`config.mk`:
```
export PLATFORM = sky130hd
export DESIGN_NAME = path_sequencer
export DESIGN_NICKNAME = d
export VERILOG_FILES = /design/src/rtl/path_sequencer.sv
export SDC_FILE = /design/constraint.sdc
export NUM_CORES = 1
export LEC_CHECK = 0
export ABC_CLOCK_PERIOD_IN_PS = 5400
export BUFFER_PORTS_ARGS = -buffer_cell sky130_fd_sc_hd__buf_2
export CORE_ASPECT_RATIO = 0.7
export CORE_MARGIN = 3
export CORE_UTILIZATION = 61
export CTS_CLUSTER_SIZE = 24
export DETAILED_ROUTE_END_ITERATION = 16
export PLACE_DENSITY = 0.85
export SETUP_SLACK_MARGIN = 0.1
export SYNTH_ARGS = -nofsm -noshare
export SYNTH_HDL_FRONTEND = slang
export SYNTH_SLANG_ARGS = --single-unit
```
`constraint.sdc`:
```
create_clock -name clk -period 5.4 [get_ports clk]
set_input_delay 0.27 -clock clk [delete_from_list [all_inputs] [get_ports clk]]
set_output_delay 0.27 -clock clk [all_outputs]
set_load 0.005 [all_outputs]
```
`src/rtl/path_sequencer.sv`:
```
// path_sequencer: validates a packed back-traced node list and streams it start-to-destination over a valid/ready handshake.
// Optional abort input enabled by defining SEQ_ABORT_EN.
module path_sequencer #(
    parameter int NODE_W    = 5,
    parameter int MAX_NODES = 20,
    parameter int LIST_W    = NODE_W * MAX_NODES
) (
    input  logic              clk,
    input  logic              rst_n,
    input  logic              load,
    input  logic [LIST_W-1:0] node_list,
    input  logic [NODE_W-1:0] st_node,
    input  logic [NODE_W-1:0] end_node,
    output logic [NODE_W-1:0] node_out,
    output logic              node_valid,
    input  logic              node_ready,
    output logic              busy,
    output logic              done,
`ifdef SEQ_ABORT_EN
    input  logic              abort,
`endif
    output logic              err
);

    localparam int IDX_W = (MAX_NODES > 1) ? $clog2(MAX_NODES) : 1;
    localparam logic [IDX_W-1:0] LAST_SLOT = IDX_W'(MAX_NODES - 1);

    typedef enum logic [2:0] {IDLE, CHECK, SCAN, EMIT, FIN, FAIL} state_t;

    state_t            state;
    logic [LIST_W-1:0] list_q;
    logic [NODE_W-1:0] st_q;
    logic [NODE_W-1:0] end_q;
    logic [IDX_W-1:0]  idx;
    logic [IDX_W-1:0]  last_idx;
    logic [IDX_W-1:0]  idx_inc;
    logic [NODE_W-1:0] cur_slot;
    logic [NODE_W-1:0] next_slot;
    logic              abort_hit;

`ifdef SEQ_ABORT_EN
    assign abort_hit = abort && (state == CHECK || state == SCAN || state == EMIT);
`else
    assign abort_hit = 1'b0;
`endif

    // Saturating increment keeps the part-select in range even at the last slot.
    assign idx_inc   = (idx == LAST_SLOT) ? idx : idx + 1'b1;
    assign cur_slot  = list_q[idx * NODE_W +: NODE_W];
    assign next_slot = list_q[idx_inc * NODE_W +: NODE_W];

    always_ff @(posedge clk or negedge rst_n) begin
        if (!rst_n) begin
            state      <= IDLE;
            list_q     <= '0;
            st_q       <= '0;
            end_q      <= '0;
            idx        <= '0;
            last_idx   <= '0;
            node_out   <= '0;
            node_valid <= 1'b0;
            busy       <= 1'b0;
            done       <= 1'b0;
            err        <= 1'b0;
        end else begin
            done <= 1'b0;
            err  <= 1'b0;
            if (abort_hit) begin
                state      <= IDLE;
                idx        <= '0;
                node_valid <= 1'b0;
                busy       <= 1'b0;
            end else begin
                case (state)
                    IDLE: begin
                        if (load) begin
                            list_q <= node_list;
                            st_q   <= st_node;
                            end_q  <= end_node;
                            busy   <= 1'b1;
                            state  <= CHECK;
                        end
                    end
                    CHECK: begin
                        if (list_q[NODE_W-1:0] != st_q) begin
                            state <= FAIL;
                        end else begin
                            idx   <= '0;
                            state <= SCAN;
                        end
                    end
                    // First match wins, so a repeated destination further up is never reached.
                    SCAN: begin
                        if (cur_slot == end_q) begin
                            last_idx <= idx;
                            idx      <= '0;
                            state    <= EMIT;
                        end else if (idx == LAST_SLOT) begin
                            state <= FAIL;
                        end else begin
                            idx <= idx + 1'b1;
                        end
                    end
                    EMIT: begin
                        if (!node_valid) begin
                            node_out   <= cur_slot;
                            node_valid <= 1'b1;
                        end else if (node_ready) begin
                            if (idx == last_idx) begin
                                node_valid <= 1'b0;
                                state      <= FIN;
                            end else begin
                                idx      <= idx_inc;
                                node_out <= next_slot;
                            end
                        end
                    end
                    FIN: begin
                        done  <= 1'b1;
                        busy  <= 1'b0;
                        state <= IDLE;
                    end
                    FAIL: begin
                        err   <= 1'b1;
                        busy  <= 1'b0;
                        state <= IDLE;
                    end
                    default: begin
                        busy  <= 1'b0;
                        state <= IDLE;
                    end
                endcase
            end
        end
    end

endmodule

```
Word-level counts from Yosys, hierarchy flattened
Cells that the tools add are included.

word-level totals
  output and inout port bits = 9
  input bits = 114
  memories = 0
  bits in read-only memories = 0
  latch bits = 0
  register bits after elaboration = 132
  word-level logic and storage cells = 69
  RAM bits = 0

cells by class
  add/sub/neg operators = 1
  shift operators = 2
  muxes and demuxes = 25
  bitwise gates (word level) = 1
  magnitude comparators = 0
  divide/modulo/power cells = 0
  reduce and logical (&&, ||, !) cells = 9
  multiply operators = 2
  equality and inequality tests = 18

operators with widths
  operator               number
  $shiftx A100 B9 Y5     2
  $mux W5                9
  $mux W3                7
  $mul A5 B3 Y8 const B  2
  $pmux W5 S3            1
  $ne A2 B2 Y1 const B   7
  $pmux W3 S4            1
  $eq A5 B5 Y1           2
  $reduce_and A5 Y1      2
  $eq A3 B2 Y1 const B   2
  $eq A3 B3 Y1 const B   2
  $mux W1                6
  $reduce_and A2 Y1      3
  $add A5 B1 Y5 const B  1
  $eq A5 B5 Y1 const B   1
  $ne A5 B5 Y1           1
  $eq A3 B1 Y1 const B   1
  $logic_not A3 Y1       1
  $ne A3 B3 Y1 const B   1
  $reduce_and A3 Y1      1
  $reduce_bool A3 Y1     1
  $reduce_or A3 Y1       1
  $ne A2 B1 Y1 const B   1
  $pmux W1 S2            1
  $not A1 Y1             1

Longest topological paths before layout
Gate-level depths: netlist of run 1.

  depth after elaboration = 7
  depth in mapped cells = 12
  gate-level depth less buffers = 9

Worst setup path before layout of run 1
No wires, ideal clock.

  path type = reg-to-reg
  start = register idx[0]
  end = register last_idx[0]
  path buffers = 2
  cell stages (with the launch flop) = 10
  library setup time = 125 ps
  path slack = 2653 ps
  required time = 5275 ps
  arrival = 2622 ps
  path through = dfrtp_1 buf_6 buf_2 mux4_1 o2111ai_1 nor3_1 o41ai_2 o311a_2 nand3_4 mux2_4

between the ends
  word-level cells in the longest chain between the ends = 4

RTL lines
  item                         line  text
  from (decl)                  34    logic [IDX_W-1:0] idx;
  from (signal assigned)       101   idx <= idx + 1'b1;
  from (signal assigned)       113   idx <= idx_inc;
  $mul A5 B3 Y8                49    assign cur_slot = list_q[idx * NODE_W +: NODE_W];
  $shiftx A100 B9 Y5           49
  $eq A5 B5 Y1                 94    if (cur_slot == end_q) begin
  $reduce_and A2 Y1 (no line)  n/a
  to (signal assigned)         95    last_idx <= idx;
  to (decl)                    35    logic [IDX_W-1:0] last_idx;

Several ways; a longest one is shown, not always the timed one.
A chain may end at the register's enable or synchronous reset.

Worst setup path in the final report of run 1
  start = register idx[0]
  end = register node_out[0]

between the ends
  word-level cells in the longest chain between the ends = 7
  elaborated cells on any way between the ends = 13
  those cells by class = add/sub (1); mul (2); eq/ne (3); shift (2); mux (4); reduce/logical (1)

RTL lines
  item                                           line  text
  $add A5 B1 Y5 or $eq A5 B5 Y1 (tied branches)  48    assign idx_inc = (idx == LAST_SLOT) ? idx : idx + 1'b1;
  $mux W5                                        n/a
  $mul A5 B3 Y8                                  50    assign next_slot = list_q[idx_inc * NODE_W +: NODE_W];
  $shiftx A100 B9 Y5                             50
  $mux W5                                        109   if (idx == last_idx) begin
  $mux W5                                        108   end else if (node_ready) begin
  $mux W5                                        105   if (!node_valid) begin
  to (signal assigned)                           106   node_out <= cur_slot;
  to (signal assigned)                           114   node_out <= next_slot;
  to (decl)                                      14    output logic [NODE_W-1:0] node_out,

Several ways; a longest one is shown, not always the timed one. The select of a mux whose other input is x is not followed.

==> run_results.csv, run 1 <==
group,metric,value,unit
grt,grt_pass1_wl,31.5,mm
grt,grt_start_max_net_pins,69,
synth,yosysSeqAreaShare,43.9,%
run_status,violations,"hold timing",
clock_network,clock_path_buffers,2,
grt,first_global_vias,5983,
finish,diodes,0,
finish,fin_nets,869,
placement,placed_cell_area,8170,µm²
routing,ant_nets,0,
clock_network,cts_buffers,17,
run_status,status,"finished, violations left",
sta,hold_slack,-0.0513,ns
finish,syn2layout_area_growth,16.6,%
finish,regArea,3300,µm²
sta,tns,0,ns
synth,synthMuxAreaShare,26.8,%
synth,synth-simple-area-share,9.33,%
critical_path,cp-start-kind,"register",
routing,via_per_inst,6.43,
sta,min_period,3.93,ns
clock_network,clock_sinks,132,
clock_network,cts_setup_buffers,0,
die,die-width,139,µm
synth,synthAdderAreaFrac,0.166,%
clock_network,cts-hold-fix-buffers,0,
grt,grtUsageTotal,28.9,%
synth,synth_nets,764,
routing,totalWireLength,19.6,mm
grt,antenna_found_initial,0,
placement,post-dp-hpwl,14.0,mm
die,die_h,98.9,µm
job,cap_violations,0,
sta,maxSlewHeadroom,27.8,%
die,rows,33,
synth,synth-compound-area-share,13.6,%
critical_path,arrival,4.27,ns
clock_network,clkLatencyLatePin,0.43,ns
synth,ys_types,68,
clock_network,cts_resized,0,
synth,synthFlopType,"dfrtp_1",
synth,ys_seq_elements,132,
synth,synthXorXnorAreaFrac,1.96,%
finish,drive_above_1_share,39.6,%
critical_path,cp.required,5.74,ns
die,initial_core_util,63.3,%
power_and_ir_drop,powerDensity,644,nW/µm²
sta,report.final.slew_viol_count,0,
power_and_ir_drop,ir_drop,0.323,mV
synth,synth-edff-count,0,
synth,syn_area,7530,µm²
routing,vias,5943,
grt,overflow,0,
placement,place_congestion,0.945,
synth,synth_area_per_cell,11.6,µm²
finish,nFillCells,807,
sta,fin_crit_sh,72.8,%
critical_path,path_class,"reg -> reg",
critical_path,cp-end-kind,"register",
routing,wl_per_cell,21.2,µm
die,core,11900,µm²
sta,max_freq,0.255,GHz
synth,synthCells,649,
finish,multi_input_area,3940,µm²
sta,clock-skew-final,0.00908,ns
synth,async_reset_ff_share,100,%
sta,setup_viol_count_final,0,
synth,synth_top_area_cell,"dfrtp_1",
clock_network,clockRootBuffer,"clkbuf_16",
min_path,min-delay-path-class,"in -> async",
finish,final_area,8770,µm²
die,die_area,13700,µm²
sta,tightest_slew,1.08,ns
critical_path,critPathMaxFanout,25,
power_and_ir_drop,leakage,3.79,nW
sta,rsz0062_at_grt,"false",
clock_network,htreeDepth,4,
synth,synth_top_area_share,43.9,%
placement,port_buffers,122,
sta,finalHoldViolCount,67,
routing,drtIter0Drc,670,
clock_network,clk_pin_slew,0.06,ns
routing,drt_pre_antenna_iters,8,
die,ios,123,
routing,drcViolationCount,0,
synth,ys_top_cells_by_area,"dfrtp_1 (44%), mux2_2 (16%), mux2i_1 (3.6%)",
clock_network,tritoncts,"done",
synth,ys_warn_count,0,
synth,synth_top_family_by_area,"multiplexers",
## flip-flops by register name (all words and copies together), names as in the netlist
signal,cells
err,1
last_idx,5
list_q,100
end_q,5
node_out,5
done,1
st_q,5
state,3
node_valid,1
busy,1
idx,5
## cells in the mapped netlist, types with 3 or more instances
cell,instances
a211oi_1,20
a21o_1,3
a21oi_1,15
a22oi_1,7
a311oi_1,20
a31oi_1,10
a32oi_1,3
and2_1,21
buf_4,3
buf_6,5
clkbuf_1,29
clkbuf_8,4
clkinv_1,3
dfrtp_1,132
inv_1,7
mux2_2,110
mux2_4,5
mux2i_1,27
mux4_1,8
mux4_2,10
nand2_1,72
nand2b_1,4
nand3_1,7
nand4_1,3
nor2_1,15
nor2b_1,4
nor3_1,7
nor4_1,3
o21ai_0,14
o21bai_1,10
o22ai_1,7
xnor2_1,8
xor2_1,7
## layer usage
metal  vias to the layer above  GRT usage, %  part of all wire, %
li1                       2652             -                    -
met4                         0          8.87                  2.1
met3                        56          6.98                   10
met5                         -             0                    0
met1                      2898          41.1                   42
met2                       337          44.5                   45
## critical path: stages, from the launching register on
cell and delay, ns:
dfrtp_2 0.79, ha_1 0.41, nor2b_1 0.20, nor2b_1 0.17
buf_4 0.22, mux2i_4 0.74, buf_4 0.43, a211oi_1 0.08
a311oi_1 0.40, o21bai_1 0.18, a31oi_1 0.20
## logic make-up after synthesis
group           count (synthesis)
compound gates                138
xor+xnor                       16
fa+ha+maj                       1
mux                           160
simple gates                  146
buf+inv                        56
flops                         132
## power by group
| part | total [mW] | switching (mW) | internal, mW | leakage [nW] |
|---|---|---|---|---|
| combinational | 2.42 | 1.20 | 1.21 | 1.92 |
| sequential | 2.06 | 0.572 | 1.49 | 1.58 |
| clock | 1.18 | 0.473 | 0.705 | 0.291 |
## per-stage QoR
| step | utilization [%] | power (mW) | setup slack, ns | instances |
|---|---|---|---|---|
| 3_3_place_gp | 68.7 | 4.29 | 1.72 | 892 |
| 3_5_place_dp | 68.7 | 4.40 | 1.58 | 892 |
| 4_1_cts | 73.8 | 5.61 | 1.56 | 924 |
| 2_1_floorplan | - | 3.74 | 2.65 | 649 |
| 6_report | 73.8 | 5.66 | 1.47 | 924 |
| 5_1_grt | 73.8 | 5.95 | 1.33 | 924 |
## path summary, 6_finish.rpt
kind / start / endpoint / slack, ns / cells past startpoint
max: idx[0] / node_out[0] / 1.47 / 10
min: rst_n / state[2] / -0.05 / 1
max reg2reg: idx[0] / node_out[0] / 1.47 / 10
min reg2reg: list_q[34] / list_q[34] / 0.52 / 1
max in group asynchronous: rst_n / node_out[4] / 4.06 / 2
min in group clk: end_node[2] / end_q[2] / 0.07 / 3
## final cells by class
class,instances,share of cell area (%)
Clock inverter,14,1.88
Clock buffer,18,5.00
Multi-Input combinational cell,461,44.9
Inverter,10,0.428
Tap cell,157,2.24
Sequential cell,132,37.7
Timing Repair Buffer,132,7.84
## cells in the final DEF (no fill, tap or decap), drive strengths merged, types with 3 or more instances in the layout
cell type,netlist,layout
clkbuf,35,18
dfrtp,132,132
clkinv,3,6
nor2,15,15
a211o,3,3
o22a,3,3
mux2i,27,27
nand2b,4,4
a32oi,3,3
nor4,3,3
o21ai,15,15
a21oi,15,15
a31oi,10,10
o22ai,7,7
nor2b,4,4
a22oi,7,7
mux2,115,115
nand4,3,3
o21bai,10,10
nor3,7,7
xnor2,9,9
mux4,18,18
xor2,7,7
nand2,72,72
a311oi,20,20
and2,21,21
inv,7,14
nand3,8,8
buf,11,132
a21o,4,4
a211oi,20,20
(Power assumes the default switching activity.)
==> run 2: changes to the inputs <==
--- a/config.mk
+++ b/config.mk
@@ -5,14 +5,15 @@
 export SDC_FILE = /design/constraint.sdc
 export NUM_CORES = 1
 export LEC_CHECK = 0
-export ABC_CLOCK_PERIOD_IN_PS = 5400
+export ABC_AREA = 1
+export ABC_CLOCK_PERIOD_IN_PS = 3960
 export BUFFER_PORTS_ARGS = -buffer_cell sky130_fd_sc_hd__buf_2
 export CORE_ASPECT_RATIO = 0.7
 export CORE_MARGIN = 3
-export CORE_UTILIZATION = 61
+export CORE_UTILIZATION = 57
 export CTS_CLUSTER_SIZE = 24
 export DETAILED_ROUTE_END_ITERATION = 16
-export PLACE_DENSITY = 0.85
+export PLACE_DENSITY = 0.81
 export SETUP_SLACK_MARGIN = 0.1
 export SYNTH_ARGS = -nofsm -noshare
 export SYNTH_HDL_FRONTEND = slang
==> constraint.sdc (replaced) <==
create_clock -name clk -period 3.96 [get_ports clk]
set_input_delay 0.198 -clock clk [delete_from_list [all_inputs] [get_ports clk]]
set_output_delay 0.198 -clock clk [all_outputs]
set_load 0.005 [all_outputs]
==> run_results.csv, run 2 <==
group,metric,value,unit
synth,synth_top_cells_by_count,"nand2_1 (206), nor2_1 (133), dfrtp_1 (132)",
sta,tightest_slew,1.27,ns
clock_network,clkLatencyLatePin,0.42,ns
clock_network,cts_resized,0,
grt,antenna_found_initial,0,
sta,setup_ws,0.771,ns
critical_path,reg2reg_slack,0.77,ns
finish,final_cell_mix,"nand2_1 (206), nor2_1 (133), dfrtp_1 (131)",
synth,synth_area_per_cell,7.42,µm²
routing,ant_nets,0,
finish,largest-register,"list_q",
synth,ys_seq_elements,132,
finish,drive_above_1_share,18.8,%
sta,report.final.slew_viol_count,0,
routing,totalWireLength,20.4,mm
clock_network,tritoncts,"done",
synth,yosysSeqAreaShare,44.2,%
synth,synth-edff-count,0,
synth,ys_types,33,
clock_network,clockRootBuffer,"clkbuf_16",
sta,maxSlewHeadroom,14.9,%
clock_network,cts_setup_buffers,0,
synth,synth_top_area_share,44.2,%
placement,place_ws,0.895,ns
min_path,min_to,"list_q[93]",
synth,syn_area,7470,µm²
critical_path,r2r-end,"last_idx[3]",
sta,fin_crit_sh,80.5,%
routing,via_per_inst,5.67,
grt,grt_start_max_net_pins,69,
clock_network,htreeDepth,4,
sta,setup_viol_count_final,0,
die,initial_core_util,59.2,%
power_and_ir_drop,leakage,4.46,nW
synth,synth_nets,1123,
sta,max_freq,0.314,GHz
clock_network,clock_sinks,132,
finish,layout_commonest_cell,"nand2_1",
die,die_area,14500,µm²
critical_path,crit_buf_inv,3,
die,rows,34,
sta,tns,0,ns
critical_path,cp-end-kind,"register",
power_and_ir_drop,powerDensity,758,nW/µm²
grt,grt_pass1_wl,32.1,mm
min_path,min-delay-path-class,"in -> reg",
routing,vias,7212,
sta,finalHoldViolCount,0,
critical_path,cp.required,4.24,ns
run_status,status,"complete, no violations",
synth,synth.most_common_cell,"nand2_1",
finish,largest_reg_flops,100,
critical_path,reg2reg_depth,17,
die,die_h,102,µm
sta,rsz0062_at_grt,"false",
critical_path,critPathMaxFanout,28,
finish,diodes,0,
routing,drt_pre_antenna_iters,9,
routing,wl_per_cell,16.0,µm
finish,fin_nets,1214,
critical_path,r2r_start,"idx[0]",
sta,clock-skew-final,0.00821,ns
min_path,worst_hold_path.num_cells,2,
critical_path,worst_path_most_repeated_cell,"nand2_1",
routing,drcViolationCount,0,
die,ios,123,
critical_path,crit_cells,17,
finish,syn2layout_area_growth,15.3,%
grt,first_global_vias,6391,
synth,ys_warn_count,0,
synth,synthFlopType,"dfrtp_1",
synth,ys_top_cells_by_area,"dfrtp_1 (44%), nand2_1 (10%), a21oi_1 (8.0%)",
clock_network,cts-hold-fix-buffers,1,
routing,drtIter0Drc,989,
grt,grtUsageTotal,28.2,%
critical_path,path_class,"reg -> reg",
finish,nFillCells,1064,
clock_network,clock_path_buffers,2,
die,core,12600,µm²
placement,post-dp-hpwl,14.2,mm
critical_path,arrival,3.47,ns
grt,overflow,0,
sta,min_period,3.19,ns
die,die-width,143,µm
critical_path,max_stage_delay,0.53,ns
critical_path,cp_slowest_cell,"dfrtp_2",
job,cap_violations,0,
critical_path,crit_family,"simple AND/OR/NAND/NOR gates",
power_and_ir_drop,ir_drop,0.410,mV
clock_network,clk_pin_slew,0.06,ns
synth,async_reset_ff_share,100,%
synth,synth_top_area_cell,"dfrtp_1",
placement,place_congestion,0.961,
placement,port_buffers,122,
synth,synthCells,1008,
critical_path,crit_chain,"inv_2, buf_4, nand2_1, nand3_1, nand2_1, nand2_1, nand2_1, inv_1, nand2_1, nand2_1, nand2_1, nand2_1, nand2_1, nor2_1, nand4_1, nand2_1, o21ai_2",
clock_network,cts_buffers,17,
critical_path,cp-start-kind,"register",
min_path,min_from,"node_list[93]",
[run 2: layout make-up]
type,instances,area (µm²),area share (%)
Clock buffer,19,443,5.14
Tap cell,162,203,2.35
Clock inverter,12,131,1.52
Sequential cell,132,3300,38.3
Inverter,116,437,5.07
Timing Repair Buffer,132,703,8.16
Multi-Input combinational cell,700,3400,39.4
[run 2: how the worst max path moves through the flow]
stage / startpoint / endpoint / slack (ns)
floorplan: idx[0] / node_out[4] / 2.07
global placement: idx[0] / last_idx[1] / 0.95
detailed placement: idx[0] / last_idx[3] / 0.90
CTS: idx[0] / last_idx[3] / 0.87
global route: idx[0] / last_idx[3] / 0.50
finish: idx[0] / last_idx[3] / 0.77
[run 2: logic make-up (layout without fill, tap and decap cells)]
kind of cell    count (synthesis)  in the layout  synth area share [%]
buf+inv                       176            279                  10.5
fa+ha+maj                       1              1                 0.167
compound gates                229            229                  16.1
xor+xnor                        8              8                 0.937
flops                         132            132                  44.2
simple gates                  434            434                  23.9
mux                            28             28                  4.22
[run 2: metal layers]
layer	share of wire, %	track usage (%)	routed length (µm)	vias up
met3	12	8.28	2410	42
met4	1.5	8.40	313	0
met5	0	0	0	-
met1	45	43.5	9240	3284
li1	-	-	-	3439
met2	41	38.3	8420	447
[run 2: stage by stage]
step	hold slack, ns	cell area (µm²)	cells	util [%]	total power, mW
floorplan	-0.0976	7470	1008	-	4.19
global placement	0.354	8030	1241	63.6	4.84
detailed placement	0.354	8030	1241	63.6	4.90
CTS	0.00546	8620	1273	68.2	6.47
global route	0.0104	8620	1273	68.2	6.98
finish	0.00855	8620	1273	68.2	6.53
[run 2: report_power, final]
group          internal (mW)  switching (mW)  total (mW)
Combinational          0.948            1.66        2.61
Sequential              1.95           0.427        2.38
Clock                  0.941           0.598        1.54
Total                   3.84            2.69        6.53
==> run 3: changes to the inputs <==
--- a/config.mk
+++ b/config.mk
@@ -6,7 +6,7 @@
 export NUM_CORES = 1
 export LEC_CHECK = 0
 export ABC_AREA = 1
-export ABC_CLOCK_PERIOD_IN_PS = 3960
+export ABC_CLOCK_PERIOD_IN_PS = 3100
 export BUFFER_PORTS_ARGS = -buffer_cell sky130_fd_sc_hd__buf_2
 export CORE_ASPECT_RATIO = 0.7
 export CORE_MARGIN = 3
==> constraint.sdc (replaced) <==
create_clock -name clk -period 3.1 [get_ports clk]
set_input_delay 0.155 -clock clk [delete_from_list [all_inputs] [get_ports clk]]
set_output_delay 0.155 -clock clk [all_outputs]
set_load 0.005 [all_outputs]
==> run_results.csv, run 3 (synthesis gave the netlist of run 2 again) <==
group,metric,value,unit
critical_path,reg2reg_slack,0.45,ns
power_and_ir_drop,powerDensity,917,nW/µm²
power_and_ir_drop,power_frac_comb,40.3,%
placement,post-dp-hpwl,14.8,mm
sta,rsz0062_at_grt,"false",
placement,place_congestion,0.971,
power_and_ir_drop,ir_drop,0.541,mV
placement,place_ws,0.580,ns
sta,maxSlewHeadroom,36.6,%
routing,totalWireLength,23.3,mm
run_status,violations,"hold timing",
die,initial_core_util,59.2,%
critical_path,arrival,3.01,ns
die,die_h,102,µm
routing,drtIter0Drc,1081,
critical_path,path_class,"reg -> reg",
clock_network,htreeDepth,4,
clock_network,clkLatencyLatePin,0.43,ns
critical_path,cp.required,3.46,ns
power_and_ir_drop,p_clk_share,24.7,%
clock_network,clockRootBuffer,"clkbuf_16",
die,rows,34,
die,die_area,14500,µm²
sta,tns,0,ns
grt,grtUsageTotal,33.0,%
clock_network,cts_buffers,17,
min_path,min_to,"list_q[53]",
min_path,min-delay-path-class,"in -> reg",
finish,diodes,0,
power_and_ir_drop,power_frac_seq,35.0,%
routing,wl_per_cell,17.1,µm
job,cap_violations,0,
clock_network,clock_sinks,132,
power_and_ir_drop,power_switching,3.59,mW
min_path,min_from,"node_list[53]",
sta,setup_viol_count_final,0,
placement,port_buffers,122,
critical_path,reg2reg_depth,14,
run_status,status,"finished, violations left",
sta,min_period,2.65,ns
sta,finalHoldViolCount,5,
finish,fin_nets,1304,
critical_path,r2r_start,"idx[1]",
grt,grt_start_max_net_pins,73,
power_and_ir_drop,switching_share,40.9,%
sta,tightest_slew,0.951,ns
finish,drive_above_1_share,18.6,%
sta,hold_slack,-0.00770,ns
grt,antenna_found_initial,0,
finish,largest-register,"list_q",
grt,first_global_vias,7096,
finish,syn2layout_area_growth,27.9,%
sta,setup_ws,0.453,ns
grt,overflow,0,
critical_path,critPathMaxFanout,37,
finish,largest_reg_flops,100,
routing,via_per_inst,5.64,
grt,grt_pass1_wl,37.1,mm
sta,clock-skew-final,0.00981,ns
finish,utilization,75.7,%
critical_path,cp-end-kind,"register",
routing,drt_pre_antenna_iters,6,
routing,ant_nets,0,
power_and_ir_drop,p_int,5.18,mW
power_and_ir_drop,power,8.77,mW
sta,max_freq,0.378,GHz
power_and_ir_drop,leakage,4.88,nW
clock_network,tritoncts,"done",
die,ios,123,
finish,layout_commonest_cell,"nand2_1",
sta,report.final.slew_viol_count,0,
critical_path,r2r-end,"node_out[1]",
die,die-width,143,µm
die,core,12600,µm²
clock_network,clk_pin_slew,0.06,ns
sta,fin_crit_sh,85.4,%
clock_network,clock_path_buffers,2,
critical_path,cp-start-kind,"register",
clock_network,cts_setup_buffers,0,
finish,final_cell_mix,"nand2_1 (206), nor2_1 (133), dfrtp_1 (131)",
min_path,worst_hold_path.num_cells,3,
routing,drcViolationCount,0,
routing,vias,7690,
-- run 3: cell types whose count changed in the layout (fill, tap and decap cells not counted), sizes merged --
| cell | previous run | this run |
|---|---|---|
| bufinv | 2 | 4 |
| inv | 115 | 117 |
| clkinv | 10 | 8 |
| buf | 131 | 145 |
| clkbuf | 19 | 18 |
| dlygate4sd3 | 1 | 77 |
-- run 3: power groups by stage --
stage               logic [mW]  registers, mW  clock network [mW]
floorplan                 2.52           2.83                   0
global placement          3.23           3.03                   0
detailed placement        3.31           3.04                   0
CTS                       3.43           3.03                2.17
global route              3.94           3.13                2.26
finish                    3.54           3.07                2.17
-- run 3: how the worst max path moves through the flow --
stage	startpoint	to	slack (ns)
5_1_grt	idx[0]	idx[2]	0.20
3_3_place_gp	idx[0]	state[2]	0.59
4_1_cts	idx[0]	idx[2]	0.52
3_5_place_dp	idx[0]	idx[2]	0.58
2_1_floorplan	idx[0]	node_out[4]	1.21
6_report	idx[1]	node_out[1]	0.45
-- run 3: critical path, cell delays in order, from the launching register on --
cell and delay, ns:
dfrtp_1 0.36, buf_4 0.39, inv_1 0.12, buf_4 0.22, nand2_1 0.10, o21ai_2 0.18
inv_2 0.33, o21ai_0 0.17, o21ai_1 0.19, nand2_1 0.09, nand3_1 0.10, nand3_1 0.09
nand3_1 0.12, nand2_1 0.06, nand2_1 0.05
-- run 3: cell type report --
cell class / instances / area [µm²]
flip-flops and latches: 132 / 3300
fillers: 935 / 3070
repair buffers: 222 / 1590
clock buffers: 18 / 429
inverters: 116 / 437
multi-input cells: 700 / 3400
well taps: 162 / 203
clock inverters: 14 / 199
-- run 3: layer usage --
metal,track usage [%],wire (µm),up-vias
met3,7.06,2560,56
met4,7.96,428,0
met5,0,0,-
met2,51.2,10200,491
met1,47.9,10100,3528
li1,-,-,3615
-- run 3: timing repair --
item	4_1_cts	5_1_grt
resized for setup	0	0
hold endpoints to repair	146	0
hold buffers	77	0
-- run 3: stage by stage --
stage / cell area (µm²) / cells
finish: 9560 / 1364
global route: 9560 / 1364
CTS: 9560 / 1364
detailed placement: 8160 / 1255
global placement: 8160 / 1255
floorplan: 7470 / 1008
